`src/rtl/dmem_arbiter_pkg.sv`:
```
// Shared types and constants for the two-port data-memory arbiter.
package dmem_arb_pkg;

    typedef enum logic [1:0] {
        IDLE  = 2'd0,
        ISSUE = 2'd1,
        WAIT  = 2'd2,
        DONE  = 2'd3
    } state_t;

    localparam logic PORT_CPU = 1'b0;
    localparam logic PORT_DBG = 1'b1;

    // Wide enough for read latencies 1..7.
    localparam int LAT_CNT_BITS = 3;

    localparam logic [15:0] CNT_MAX = 16'hFFFF;

    function automatic logic [15:0] sat_inc16(input logic [15:0] v);
        return (v == CNT_MAX) ? v : v + 16'd1;
    endfunction

endpackage

```
`src/rtl/dmem_arbiter_if.sv`:
```
// Bundle of both requester handshakes plus the memory-side port of the arbiter.
interface dmem_arbiter_if #(
    parameter int DBITS = 32,
    parameter int ABITS = 32
);
    logic             req0;
    logic             we0;
    logic [ABITS-1:0] addr0;
    logic [DBITS-1:0] wdata0;
    logic             ack0;
    logic [DBITS-1:0] rdata0;

    logic             req1;
    logic             we1;
    logic [ABITS-1:0] addr1;
    logic [DBITS-1:0] wdata1;
    logic             ack1;
    logic [DBITS-1:0] rdata1;

    logic             mem_we;
    logic [ABITS-1:0] mem_addr;
    logic [DBITS-1:0] mem_wdata;
    logic [DBITS-1:0] mem_rdata;
    logic             busy;

    modport slave (
        input  req0, we0, addr0, wdata0,
        input  req1, we1, addr1, wdata1,
        input  mem_rdata,
        output ack0, rdata0, ack1, rdata1,
        output mem_we, mem_addr, mem_wdata, busy
    );

    modport master (
        output req0, we0, addr0, wdata0,
        output req1, we1, addr1, wdata1,
        output mem_rdata,
        input  ack0, rdata0, ack1, rdata1,
        input  mem_we, mem_addr, mem_wdata, busy
    );

endinterface

```
`src/rtl/dmem_arbiter_rr_pick2.sv`:
```
// Combinational two-way round-robin selector: on a tie the port not served last wins.
module rr_pick2
    import dmem_arb_pkg::*;
(
    input  logic req0,
    input  logic req1,
    input  logic last_served,
    output logic grant_valid,
    output logic grant_idx
);

    always_comb begin
        grant_valid = req0 | req1;
        grant_idx   = PORT_CPU;
        if (req0 && req1) begin
            grant_idx = ~last_served;
        end else if (req1) begin
            grant_idx = PORT_DBG;
        end
    end

endmodule

```
`src/rtl/dmem_arbiter.sv`:
```
// Two-requester data-memory arbiter: one transaction at a time, registered read data.
// Optional grant counters are enabled with the DMEM_ARB_STATS_EN macro.
module dmem_arbiter
    import dmem_arb_pkg::*;
#(
    parameter int DBITS        = 32,
    parameter int ABITS        = 32,
    parameter int READ_LATENCY = 1
) (
    input  logic           clk,
    input  logic           reset,
    dmem_arbiter_if.slave  bus
`ifdef DMEM_ARB_STATS_EN
    ,
    output logic [15:0]    grant_cnt0,
    output logic [15:0]    grant_cnt1
`endif
);

    localparam logic [LAT_CNT_BITS-1:0] LAT_INIT = LAT_CNT_BITS'(READ_LATENCY);
    localparam logic [LAT_CNT_BITS-1:0] LAT_ONE  = LAT_CNT_BITS'(1);

    state_t                  state_reg, state_next;
    logic                    last_served_reg;
    logic                    gidx_reg;
    logic                    we_reg;
    logic [ABITS-1:0]        addr_reg;
    logic [DBITS-1:0]        wdata_reg;
    logic [LAT_CNT_BITS-1:0] cnt_reg;
    logic [DBITS-1:0]        rdata0_reg, rdata1_reg;
    logic                    grant_valid, grant_idx;
    logic                    grant_fire;

    rr_pick2 u_pick (
        .req0        (bus.req0),
        .req1        (bus.req1),
        .last_served (last_served_reg),
        .grant_valid (grant_valid),
        .grant_idx   (grant_idx)
    );

    assign grant_fire = (state_reg == IDLE) && grant_valid;

    always_ff @(posedge clk or negedge reset) begin
        if (!reset) begin
            state_reg <= IDLE;
        end else begin
            state_reg <= state_next;
        end
    end

    always_comb begin
        state_next = state_reg;
        case (state_reg)
            IDLE:    if (grant_valid) state_next = ISSUE;
            ISSUE:   state_next = we_reg ? DONE : WAIT;
            WAIT:    if (cnt_reg == LAT_ONE) state_next = DONE;
            DONE:    state_next = IDLE;
            default: state_next = IDLE;
        endcase
    end

    // Strobes are decoded from state so reset kills them without waiting for a clock.
    always_comb begin
        bus.mem_we = (state_reg == ISSUE) && we_reg;
        bus.ack0   = (state_reg == DONE) && (gidx_reg == PORT_CPU);
        bus.ack1   = (state_reg == DONE) && (gidx_reg == PORT_DBG);
        bus.busy   = (state_reg != IDLE);
    end

    always_ff @(posedge clk or negedge reset) begin
        if (!reset) begin
            last_served_reg <= PORT_DBG;
            gidx_reg        <= PORT_CPU;
            we_reg          <= 1'b0;
            addr_reg        <= '0;
            wdata_reg       <= '0;
            cnt_reg         <= '0;
            rdata0_reg      <= '0;
            rdata1_reg      <= '0;
        end else begin
            if (grant_fire) begin
                gidx_reg        <= grant_idx;
                last_served_reg <= grant_idx;
                we_reg          <= grant_idx ? bus.we1    : bus.we0;
                addr_reg        <= grant_idx ? bus.addr1  : bus.addr0;
                wdata_reg       <= grant_idx ? bus.wdata1 : bus.wdata0;
            end
            if (state_reg == ISSUE) begin
                cnt_reg <= LAT_INIT;
            end
            if (state_reg == WAIT) begin
                cnt_reg <= cnt_reg - LAT_ONE;
                // Only the granted port's read register ever changes.
                if (cnt_reg == LAT_ONE) begin
                    if (gidx_reg == PORT_DBG) begin
                        rdata1_reg <= bus.mem_rdata;
                    end else begin
                        rdata0_reg <= bus.mem_rdata;
                    end
                end
            end
        end
    end

    assign bus.mem_addr  = addr_reg;
    assign bus.mem_wdata = wdata_reg;
    assign bus.rdata0    = rdata0_reg;
    assign bus.rdata1    = rdata1_reg;

`ifdef DMEM_ARB_STATS_EN
    logic [15:0] grant_cnt0_reg, grant_cnt1_reg;

    always_ff @(posedge clk or negedge reset) begin
        if (!reset) begin
            grant_cnt0_reg <= '0;
            grant_cnt1_reg <= '0;
        end else if (grant_fire) begin
            if (grant_idx == PORT_DBG) begin
                grant_cnt1_reg <= sat_inc16(grant_cnt1_reg);
            end else begin
                grant_cnt0_reg <= sat_inc16(grant_cnt0_reg);
            end
        end
    end

    assign grant_cnt0 = grant_cnt0_reg;
    assign grant_cnt1 = grant_cnt1_reg;
`endif

endmodule

```
`src/flat_wrapper.sv`:
```
// flat-port wrapper written by rule: the top's interface ports become plain ports
module dmem_arbiter_flat import dmem_arb_pkg::*;
#(
    parameter int DBITS        = 32,
    parameter int ABITS        = 32,
    parameter int READ_LATENCY = 1
)
  (clk, reset, bus_req0, bus_we0, bus_addr0, bus_wdata0, bus_req1, bus_we1, bus_addr1, bus_wdata1, bus_mem_rdata, bus_ack0, bus_rdata0, bus_ack1, bus_rdata1, bus_mem_we, bus_mem_addr, bus_mem_wdata, bus_busy);
  dmem_arbiter_if #(.DBITS(DBITS), .ABITS(ABITS)) bus_i ();
  input  logic clk;
  input  logic reset;
  input wire logic [$bits(bus_i.req0)-1:0] bus_req0;
  input wire logic [$bits(bus_i.we0)-1:0] bus_we0;
  input wire logic [$bits(bus_i.addr0)-1:0] bus_addr0;
  input wire logic [$bits(bus_i.wdata0)-1:0] bus_wdata0;
  input wire logic [$bits(bus_i.req1)-1:0] bus_req1;
  input wire logic [$bits(bus_i.we1)-1:0] bus_we1;
  input wire logic [$bits(bus_i.addr1)-1:0] bus_addr1;
  input wire logic [$bits(bus_i.wdata1)-1:0] bus_wdata1;
  input wire logic [$bits(bus_i.mem_rdata)-1:0] bus_mem_rdata;
  output wire logic [$bits(bus_i.ack0)-1:0] bus_ack0;
  output wire logic [$bits(bus_i.rdata0)-1:0] bus_rdata0;
  output wire logic [$bits(bus_i.ack1)-1:0] bus_ack1;
  output wire logic [$bits(bus_i.rdata1)-1:0] bus_rdata1;
  output wire logic [$bits(bus_i.mem_we)-1:0] bus_mem_we;
  output wire logic [$bits(bus_i.mem_addr)-1:0] bus_mem_addr;
  output wire logic [$bits(bus_i.mem_wdata)-1:0] bus_mem_wdata;
  output wire logic [$bits(bus_i.busy)-1:0] bus_busy;
  assign bus_i.req0 = bus_req0;
  assign bus_i.we0 = bus_we0;
  assign bus_i.addr0 = bus_addr0;
  assign bus_i.wdata0 = bus_wdata0;
  assign bus_i.req1 = bus_req1;
  assign bus_i.we1 = bus_we1;
  assign bus_i.addr1 = bus_addr1;
  assign bus_i.wdata1 = bus_wdata1;
  assign bus_i.mem_rdata = bus_mem_rdata;
  assign bus_ack0 = bus_i.ack0;
  assign bus_rdata0 = bus_i.rdata0;
  assign bus_ack1 = bus_i.ack1;
  assign bus_rdata1 = bus_i.rdata1;
  assign bus_mem_we = bus_i.mem_we;
  assign bus_mem_addr = bus_i.mem_addr;
  assign bus_mem_wdata = bus_i.mem_wdata;
  assign bus_busy = bus_i.busy;
  dmem_arbiter #(.DBITS(DBITS), .ABITS(ABITS), .READ_LATENCY(READ_LATENCY)) u_core (.clk(clk), .reset(reset), .bus(bus_i));
endmodule
```
`config.mk`:
```
export PLATFORM = sky130hd
export DESIGN_NAME = dmem_arbiter_flat
export DESIGN_NICKNAME = d
export VERILOG_FILES = /design/src/rtl/dmem_arbiter_pkg.sv /design/src/rtl/dmem_arbiter_if.sv /design/src/rtl/dmem_arbiter_rr_pick2.sv /design/src/rtl/dmem_arbiter.sv /design/src/flat_wrapper.sv
export SDC_FILE = /design/constraint.sdc
export NUM_CORES = 1
export LEC_CHECK = 0
export ABC_CLOCK_PERIOD_IN_PS = 1630
export CAP_MARGIN = 40
export CELL_PAD_IN_SITES_DETAIL_PLACEMENT = 2
export CELL_PAD_IN_SITES_GLOBAL_PLACEMENT = 2
export CORE_UTILIZATION = 21
export CTS_CLUSTER_SIZE = 10
export DETAILED_ROUTE_END_ITERATION = 10
export HOLD_SLACK_MARGIN = 0.03
export PLACE_DENSITY_LB_ADDON = 0.2
export SLEW_MARGIN = 25
export SYNTH_ARGS = -nofsm -noshare
export SYNTH_HDL_FRONTEND = slang
export SYNTH_SLANG_ARGS = --single-unit
```
`constraint.sdc`:
```
create_clock -name clk -period 1.63 [get_ports clk]
set_input_delay 0.2445 -clock clk [delete_from_list [all_inputs] [get_ports clk]]
set_output_delay 0.2445 -clock clk [all_outputs]
set_load 0.01 [all_outputs]
```
==> results.txt, run 1 <==
- Run status: complete, but fails checks
- Failing checks: setup timing
* Commonest cells after routing, fill and taps aside: clkdlybuf4s50_1 (259), dfrtp_1 (135), nand2_1 (131), a31oi_1 (66), nor2_1 (65)
* Clock power share: 19.7%
- Worst setup path category: reg -> reg
- Of the cells placed in the final design, the portion with a size suffix greater than 1 is 19.3%.
- Syn_area_per_cell: 10.8 um^2
* Global-route wire length before repair: 36400 um
- Core Footprint: 0.0270 mm^2
- Register area share after synthesis: 58.8%
- Relative area change from synthesis to final layout: 81.9%
- Number of maximum-capacitance violations: 0
- Detailed-route DRC error count: 0
* Minimum setup slack in the final design: -0.0715 ns
* Top_reg_cell synth: dfrtp_1
- The Yosys step of the flow raised 0 warnings.
- HP Class: in -> async
- Nature of the critical path startpoint: flip-flop
* CP top delay family: flip-flops
- Global routing used 16.8% of the available tracks across all layers.
- The max-slew violation total from the final report is 0.
- The first detailed-routing pass ran for 4 iterations.
- Via density: 4.43
* RSZ-0062 raised after global routing: yes
- Along the worst path, the maximum fanout reaches 8.
- Summed over all layers, the global routing overflow is 0.
* Detailed Place HPWL: 16700 um
- The floorplan has 60 rows.
* Clock root buffer: clkbuf_16
- Post-Syn Area: 0.00579 mm^2
- Hold Slack: 0.310 ns
- The clock reaches the later pin of the worst-skew pair after 0.41 ns.
- The clock arrives with 0.00881 ns of skew.
- Async S/R FF share, synth: 100%
- CTS tree: built
- Final Hold Viols: 0
- For this design the ratio of total power to cell area is 1990 mW/mm^2.
- Clock buffers created by TritonCTS: 17
* Peak per-stage delay on the critical path: 0.41 ns
- Nets in the synthesized netlist: 708
- Net Sw Power: 0.00725 W
- The detail route stage leaves a number of antenna-violating nets equal to 0.
* Total die area: 0.0283 mm^2
- Slew margin rel.: 73.0%
- In this run the count of I/O pins placed on the die edge is 298.
* Cells traversed along the worst timing path: ha_4 -> nand2b_4 -> nor3b_4 -> buf_6 -> clkbuf_16 -> mux2_4
- STA classifies the critical path endpoint as a flip-flop.
* Final routed wirelength across all metal layers: 24500 um
* Die H: 168 um
* Clk pin slew, worst setup/hold paths: 0.07 ns
- From left edge to right edge, the die measures 168 um.
- Per-cell routed wire length: 20.1 um
* Slew at the pin closest to its max-slew limit: 0.405 ns
* Portion of total power attributed to combinational logic: 50.9%
- The final route contains 5401 vias.
* Number of buffers and inverters on the critical path: 2
- In this run the critical register-to-register path is launched from u_core.cnt_reg[0].
- The via count of the first global-routing pass was 6211.
- In this run switching power makes up 34.5% of total power.
- The repair_antennas step left the layout with diodes totalling 0.
* Static leakage: 4.62 nW
* Final-report setup violation count: 51
- Total internal power: 0.0138 W
- Shortest clock period the worst path allows after layout: 1.70 ns
- Registers are responsible for 29.5% of the overall power.
* Number of storage elements in the synthesis netlist: 136
- The critical path runs through a total of 6 cells.
- During placement, the flow inserted port buffers numbering 297.
- The net count of the finished layout is 1039.
* Share of the cycle needed by the critical path after routing: 104%
- The initial antenna violation count is 0.
* Number of H-tree levels: 4
* Gp weighted congestion: 0.740
- Instance count of the mapped netlist: 535
- Counting cells, the worst reg-to-reg path comes to 6.
* CP max stage cell: dfrtp_1
- The clock passes through at most 2 buffers.
* Setup Slack @ Placement: -0.150 ns
* Number of enable flip-flop cells after synthesis: 0
* Maximum clock frequency: 0.588 GHz
- For this configuration, the core starts out at a cell density of 21.4%.
- IR analysis of the VDD net gives a maximum drop of 633 uV.
- Clock tree synthesis found a total of 136 sinks.
- Pin count of the biggest net entering global routing: 46
- Worst EP arrival: 2.00 ns
- After synthesis, the netlist uses 30 different library cells.
- Leading cell type in the layout, fill and taps excluded: clkdlybuf4s50_1
- The detailed router finished its first iteration with 120 violations.
- Tracing the worst setup path back leads to its startpoint at u_core.cnt_reg[0].
- For the worst setup path, the data required time is 1.93 ns.
[Yosys cell counts, drive strengths merged (2+ instances only)]
cell type / count / share of area (%)
dfrtp: 135 / 58
nand2: 131 / 8.5
a31oi: 66 / 7.1
nor2: 66 / 4.3
mux2: 64 / 12
buf: 29 / 3.2
ha: 7 / 1.5
inv: 7 / 0.45
clkbuf: 6 / 0.39
a21oi: 2 / 0.17
a22o: 2 / 0.30
and2: 2 / 0.22
and3: 2 / 0.22
mux2i: 2 / 0.35
[cell type report]
cell class,instances,area (um^2)
clock buffer,18,429
sequential,136,3400
timing repair buffer,347,3730
multi-input combinational,357,2330
fill,2827,16500
tap,341,427
inverter,7,28.8
clock inverter,14,188
[cell families after synthesis]
| group | after synthesis | share of synthesized area (%) |
|---|---|---|
| and+or+nand+nor | 206 | 14.3 |
| buffers and inverters | 42 | 4.04 |
| muxes | 66 | 12.8 |
| DFF | 136 | 58.8 |
| adders and majority gates | 7 | 1.51 |
| AOI/OAI and AO/OA | 78 | 8.64 |
[final timing paths]
| check | slack, ns | end |
|---|---|---|
| setup / recovery | -0.07 | u_core.bus.rdata0[10] |
| hold / removal | 0.31 | u_core.bus.rdata0[30] |
| setup reg to reg | -0.07 | u_core.bus.rdata0[10] |
| hold reg to reg | 0.51 | u_core.bus.rdata0[20] |
| max in group asynchronous | 0.71 | u_core.bus.rdata1[26] |
| min in group clk | 0.39 | u_core.bus.mem_wdata[15] |
[metrics by stage]
| step | power [W] | cells | setup TNS (ns) | cell area (um^2) | utilization [%] |
|---|---|---|---|---|---|
| floorplan | 0.0102 | 535 | 0 | 5810 | - |
| CTS | 0.0207 | 1207 | -2.87 | 10200 | 37.7 |
| global route | 0.0224 | 1220 | -6.20 | 10500 | 39.0 |
| finish | 0.0210 | 1220 | -1.52 | 10500 | 39.0 |
| detailed placement | 0.0157 | 1163 | -6.70 | 9340 | 34.6 |
| global placement | 0.0152 | 1163 | -1.22 | 9340 | 34.6 |
[what timing repair did]
item                       4_1_cts  5_1_grt
gates cloned                     2        6
hold endpoints to repair        31        0
resized for setup               51       49
setup buffers                    9        8
setup endpoints to repair       76      142
hold buffers                     1        0
pin swaps                        0        3
[worst register-to-register path, cell delays in order, from the launching register on]
cell and delay [ns]:
dfrtp_1 0.41, ha_4 0.18, nand2b_4 0.07, nor3b_4 0.25, buf_6 0.17, clkbuf_16 0.19, mux2_4 0.32
[power by group through the flow]
stage	combinational (W)	clock (W)	sequential, W
2_1_floorplan	0.00344	0	0.00681
3_5_place_dp	0.00949	0	0.00623
3_3_place_gp	0.00917	0	0.00607
4_1_cts	0.0102	0.00431	0.00620
6_report	0.0107	0.00413	0.00619
5_1_grt	0.0115	0.00443	0.00643
[routing by layer]
layer	part of all wire, %	global-route usage, %	vias to the layer above
li1	-	-	2479
met1	39	19.0	2685
met2	51	29.5	219
met3	9.0	6.77	18
met4	1.2	4.03	0
met5	0	0	-
Power figures use the tool's default switching activity.
==> run 2, diff against run 1 <==
- ABC_AREA: default -> 1
- CORE_UTILIZATION: 21 -> 20
==> results.txt, run 2 <==
- The number of nets in the synthesized netlist is 963.
* Shortest clock period the worst path allows after layout: 1.59 ns
- Relative to the synthesized area, the layout overhead comes to 68.7%.
- Of all flip-flops after synthesis, the portion carrying an async set or reset was 100%.
- The worst setup path is launched from a flip-flop.
- HP Class: in -> async
- The sequential cells in the finished layout cover a total of 0.00340 mm^2.
- Worst EP arrival: 1.34 ns
- In this run the tightest slew margin relative to its limit is 76.3%.
- Static leakage: 5.86 nW
- For the pin with the worst max-slew slack, the measured transition is 0.355 ns.
- TritonCTS built the clock tree.
- Clock tree buffer depth: 2
- Routed vias: 6328
- Setup violations remaining at the end of the flow were counted as 0.
* Iteration count of the initial detailed-routing pass: 5
- Along the worst path, the maximum fanout reaches 2.
- After global routing the overflow that remains totals 0.
* Syn_area_per_cell: 8.12 um^2
- Counting distinct cell types in the post-synthesis netlist gives 17.
- Post-Syn Area: 0.00641 mm^2
- The initial antenna violation count came to 2.
- Total area of multi-input combinational cells: 0.00240 mm^2
* Commonest cells after routing, fill and taps aside: nand2_1 (272), clkdlybuf4s50_1 (207), dfrtp_1 (135), inv_1 (107)
* Area share of the largest cell type after synthesis: 52.7%
- Main area contributors after synthesis: dfrtp_1 (53%), nand2_1 (16%), nand3b_1 (7.6%)
- Ranked by instance count, the synthesized netlist is headed by nand2_1 (276), dfrtp_1 (135), inv_1 (110), nand3_1 (68), o21ai_0 (68).
- Detailed-route DRC error count: 0
- OpenSTA, run right after detailed placement, puts the worst setup slack at -0.0104 ns.
- Number of enable flip-flop cells after synthesis: 0
* Total chip power: 0.0193 W
* Overall routing resource usage: 16.2%
* Final routed wirelength across all metal layers: 26100 um
* RSZ-0062 raised after global routing: yes
* Pin count of the biggest net entering global routing: 65
- Hold is met by 0.273 ns.
* Gp weighted congestion: 0.715
- TritonCTS created 17 clock buffers.
* CP top delay family: buffers and inverters
- The critical path in this run is classified as reg -> out.
- Count leader, synth: nand2_1
- Maximum clock frequency: 0.630 GHz
- For the final database, setup skew stands at 0.0147 ns.
* Number of H-tree levels: 4
- Width of the chip: 181 um
- # fillers: 3564
- Using the TritonRoute via totals, the vias-per-cell ratio works out to 4.21.
- Share of the cycle needed by the critical path after routing: 97.4%
- For this configuration, the core starts out at a cell density of 20.3%.
- Instance count of the mapped netlist: 790
* Global-route wire length before repair: 41000 um
- The Yosys step of the flow raised 0 warnings.
* Number of maximum-capacitance violations: 0
* Final cell utilization of the core: 34.3%
- Cells traversed along the worst timing path: clkdlybuf4s50_1
- In this run the power density over the cells is 1790 mW/mm^2.
- STA classifies the critical path endpoint as an output port.
- Detailed Place HPWL: 18300 um
- The floorplan has 65 rows.
- The tree is rooted in a clkbuf_16.
- On the worst path, the slowest cell contributes a delay of 0.58 ns.
- The number of buffers and inverters on the critical path is 1.
* Library cell with the largest summed area after synthesis: dfrtp_1
- Required time worst endpoint: 1.39 ns
* CP max stage cell: clkdlybuf4s50_1
- After synthesis the netlist holds a flip-flop and latch count of 136.
- Clk pin slew, worst setup/hold paths: 0.07 ns
- Clock Latency Late Sink: 0.43 ns
* Leading cell type in the layout, fill and taps excluded: nand2_1
- The net count of the finished layout is 1258.
- Minimum setup slack in the final design: 0.0421 ns
* Per-cell routed wire length: 17.4 um
- Summed over all failing endpoints, the final setup total negative slack is 0 ns.
* Post-route ant nets: 0
* Top_reg_cell synth: dfrtp_1
* Number of pins with negative max-slew slack in the final report: 0
* Share of cells above drive strength 1: 7.47%
- During I/O placement, the number of pins put on the boundary was 298.
- The die is 181 um tall.
* Run status: finished clean
- Core Footprint: 0.0316 mm^2
- Starting DRC count in detailed routing: 247
* Clock sinks: 136
- Number of global-route vias before repair: 6954
- Sequential cells were found to cover 53.1% of the synthesized design area.
- The die covers 0.0328 mm^2.
* Port Buffers: 297
- The number of hold-slack violations in the final timing report came to 0.
- Worst IR drop on VDD: 587 uV
==> run 2: changes by cell type after synthesis, sizes merged, moves of 12 or more <==
cell	delta
a31oi	-66
clkbuf	+12
inv	+104
mux2	-64
nand2	+145
nand3	+70
nand3b	+64
nor2	-59
o21ai	+67
==> run 2: logic make-up after synthesis <==
| kind of cell | Yosys count | share of synthesized area [%] |
|---|---|---|
| buf+inv | 158 | 10.2 |
| flops | 136 | 53.1 |
| compound gates | 70 | 5.46 |
| simple gates | 419 | 29.9 |
| fa+ha+maj | 7 | 1.37 |
==> run 2: final cells by class <==
type | instances | area share (%)
flip-flops and latches | 136 | 31.5
repair buffers | 323 | 31.8
multi-input cells | 496 | 22.2
well taps | 402 | 4.65
inverters | 111 | 3.85
clock inverters | 15 | 2.08
clock buffers | 17 | 3.93
diodes | 3 | 0.0694
==> run 2: power breakdown <==
part | switching [W] | internal, W
registers | 0.000904 | 0.00510
clock network | 0.00187 | 0.00251
logic | 0.00463 | 0.00430
==> run 2: path summary, 6_finish.rpt <==
kind                                         start                  endpoint  slack (ns)  cells after the start
hold / removal                               reset  u_core.bus.mem_wdata[17]        0.27                      2
min in group clk                 bus_mem_rdata[22]     u_core.bus.rdata0[22]        0.39                      3
setup / recovery           u_core.bus.mem_wdata[1]          bus_mem_wdata[1]        0.04                      1
hold reg to reg             u_core.bus.mem_addr[1]    u_core.bus.mem_addr[1]        0.47                      2
max in group asynchronous                    reset   u_core.bus.mem_addr[19]        0.73                      3
setup reg to reg               u_core.state_reg[1]      u_core.bus.rdata0[2]        0.12                      6
==> run 2: metal layers <==
metal  share of wire, %  global-route usage (%)
met3                7.7                    5.76
met5                  0                       0
met1                 45                    20.2
met2                 47                    26.8
met4               0.72                    3.69
==> run 2: through the flow <==
step | area [um^2] | std cells
global route | 10800 | 1501
CTS | 10600 | 1499
floorplan | 6410 | 790
detailed placement | 9980 | 1466
global placement | 9980 | 1466
finish | 10800 | 1503
==> run 2: what timing repair did <==
action,4_1_cts,5_1_grt
gates resized for setup,46,73
hold buffers,1,0
setup buffers,0,1
setup endpoints to repair,26,128
cloned,0,0
hold endpoints to repair,28,0
pin swaps,0,2
==> run 3, diff against run 2 <==
- CORE_MARGIN: default -> 10
==> results.txt, run 3 (synthesis results as in run 2) <==
* Run status: finished clean
* RSZ-0062 raised after global routing: yes
* Worst IR drop on VDD: 685 uV
- Clock skew on the completed layout was measured at 0.0168 ns.
* Max Fanout on Critical Path: 3
- Iteration count of the initial detailed-routing pass: 4
- The max-slew violation total from the final report was 0.
* Per-cell routed wire length: 20.2 um
* Initial Util: 20.3%
- Final Hold Viols: 0
* Final-report setup violation count: 0
- Required time worst endpoint: 1.39 ns
* Detailed-route DRC error count: 0
- Prior to clock tree synthesis, the placed netlist has a worst setup slack of -0.0239 ns.
* Core Footprint: 0.0316 mm^2
- Subtracting the final worst setup slack from the clock period gives 1.62 ns.
- For this run, the top clock speed supported by timing is 0.616 GHz.
* Number of H-tree levels: 4
* Nature of the critical path startpoint: flip-flop
- Pin count of the biggest net entering global routing: 67
* Slew margin rel.: 75.4%
- The area growth from synthesis to layout is 70.3%.
* Register-to-register setup slack: 0.09 ns
* Clock sinks: 136
* Total global routing overflow: 0
* Number of placement rows: 65
* Worst EP arrival: 1.38 ns
- Ports placed on the boundary: 298
* Width of the chip: 199 um
* Die H: 199 um
* Final layout net count: 1268
- Power spread over the standard cell area amounts to 1800 mW/mm^2.
* Port Buffers: 297
- Overall routing resource usage: 14.6%
* Share of cells above drive strength 1: 8.21%
- The initial antenna violation count came to 5.
- Global-route wire length before repair: 44300 um
- In this run the remaining antenna-violating nets after routing total 0.
- The placed instances occupy a cell area of 0.0100 mm^2.
- Leaving out fill and tap cells, the most frequent cell in the layout is nand2_1.
- After filler insertion, the fill cell instance count of the layout stands at 3572.
- The die covers 0.0396 mm^2.
- Gp weighted congestion: 0.702
* Clock tree buffer depth: 2
- Share of the cycle needed by the critical path after routing: 99.6%
* Clk pin slew, worst setup/hold paths: 0.07 ns
* Post-route design area: 0.0109 mm^2
- Worst setup path category: reg -> out
- Clock tree synthesis inserted a total of 17 buffers.
- Clock latency on the worst-skew pair, taken at its later pin, is 0.43 ns.
- The via count of the first global-routing pass is 7068.
* Starting DRC count in detailed routing: 271
- Commonest cells after routing, fill and taps aside: nand2_1 (273), clkdlybuf4s50_1 (183), dfrtp_1 (134), inv_1 (106), nand3_1 (68)
- The path class of the tightest hold or removal check is in -> async.
* Routed vias: 6465
* Total chip power: 0.0197 W
- CTS placed an instance of clkbuf_16 at the clock tree root.
- Number of maximum-capacitance violations: 0
* Via density: 4.28
- Critical path capture point type: output port
- The analysis attributes to cell leakage a power of 5.94 nW.
- Detailed placement ended at an HPWL of 21400 um.
- Slew at the pin closest to its max-slew limit: 0.369 ns
- TritonCTS built the clock tree.
- Setup slack on the critical path of the routed design comes to 0.00601 ns.
- The final layout contains routed wiring with a total length of 30600 um.
## run 3: cell types whose count changed in the layout (fill, tap and decap cells not counted), sizes merged
cell,previous run,this run
clkdlybuf4s50,207,183
dlymetal6s2s,62,58
clkbuf,17,19
diode,3,1
buf,31,39
clkinv,4,3
inv,119,120
dlygate4sd2,22,50
## run 3: worst paths after layout
path | startpoint | to | depth (start not counted)
max in group asynchronous | reset | u_core.state_reg[0] | 3
worst max register to register | u_core.state_reg[0] | u_core.we_reg | 7
worst min register to register | u_core.last_served_reg | u_core.last_served_reg | 2
worst min-delay path | reset | u_core.bus.mem_wdata[13] | 2
worst max-delay path | u_core.state_reg[0] | bus_ack1 | 5
min in group clk | bus_req1 | u_core.bus.mem_addr[31] | 5
## run 3: where the power goes
part	total (W)	internal, W	leakage [nW]	switching (W)
registers	0.00600	0.00511	1.65	0.000898
logic	0.00931	0.00430	3.97	0.00502
clock network	0.00435	0.00251	0.318	0.00184
## run 3: layer usage
layer  track usage, %  up-vias  share of wire [%]
met5                0        -               0.13
met4             3.05        6               0.74
met3             6.24       24                8.1
met2             23.8      173                 48
met1             17.5     3202                 43
li1                 -     3060                  -
## run 3: per-stage QoR
step / instances / setup TNS, ns / hold WS (ns) / utilization, %
detailed placement: 1470 / -0.0777 / 0.177 / 31.6
global placement: 1470 / 0 / 0.176 / 31.6
floorplan: 790 / 0 / -0.0511 / -
CTS: 1503 / -0.170 / 0.274 / 33.5
finish: 1511 / 0 / 0.271 / 34.5
global route: 1510 / -0.233 / 0.282 / 34.5
## run 3: cell type report
| class | count | area, um^2 | share of cell area [%] |
|---|---|---|---|
| Multi-Input combinational cell | 496 | 2430 | 22.3 |
| Sequential cell | 136 | 3410 | 31.2 |
| Timing Repair Buffer | 333 | 3500 | 32.1 |
| Tap cell | 402 | 503 | 4.61 |
| Clock buffer | 17 | 425 | 3.90 |
| Antenna cell | 1 | 2.50 | 0.0229 |
| Inverter | 111 | 419 | 3.84 |
| Clock inverter | 15 | 225 | 2.06 |
## run 3: timing repair
item	in CTS	in global routing
setup endpoints to repair	54	163
gates resized for setup	72	82
pin swaps	0	2
endpoints found under the hold margin	25	0
buffers inserted	0	3
hold buffers	1	0
cloned	0	4
## run 3: worst max-delay path: stages, from the launching register on
cell and delay (ns):
dfrtp_2 0.44, buf_6 0.13, ha_4 0.15, nand2_1 0.05, inv_1 0.03, buf_2 0.14
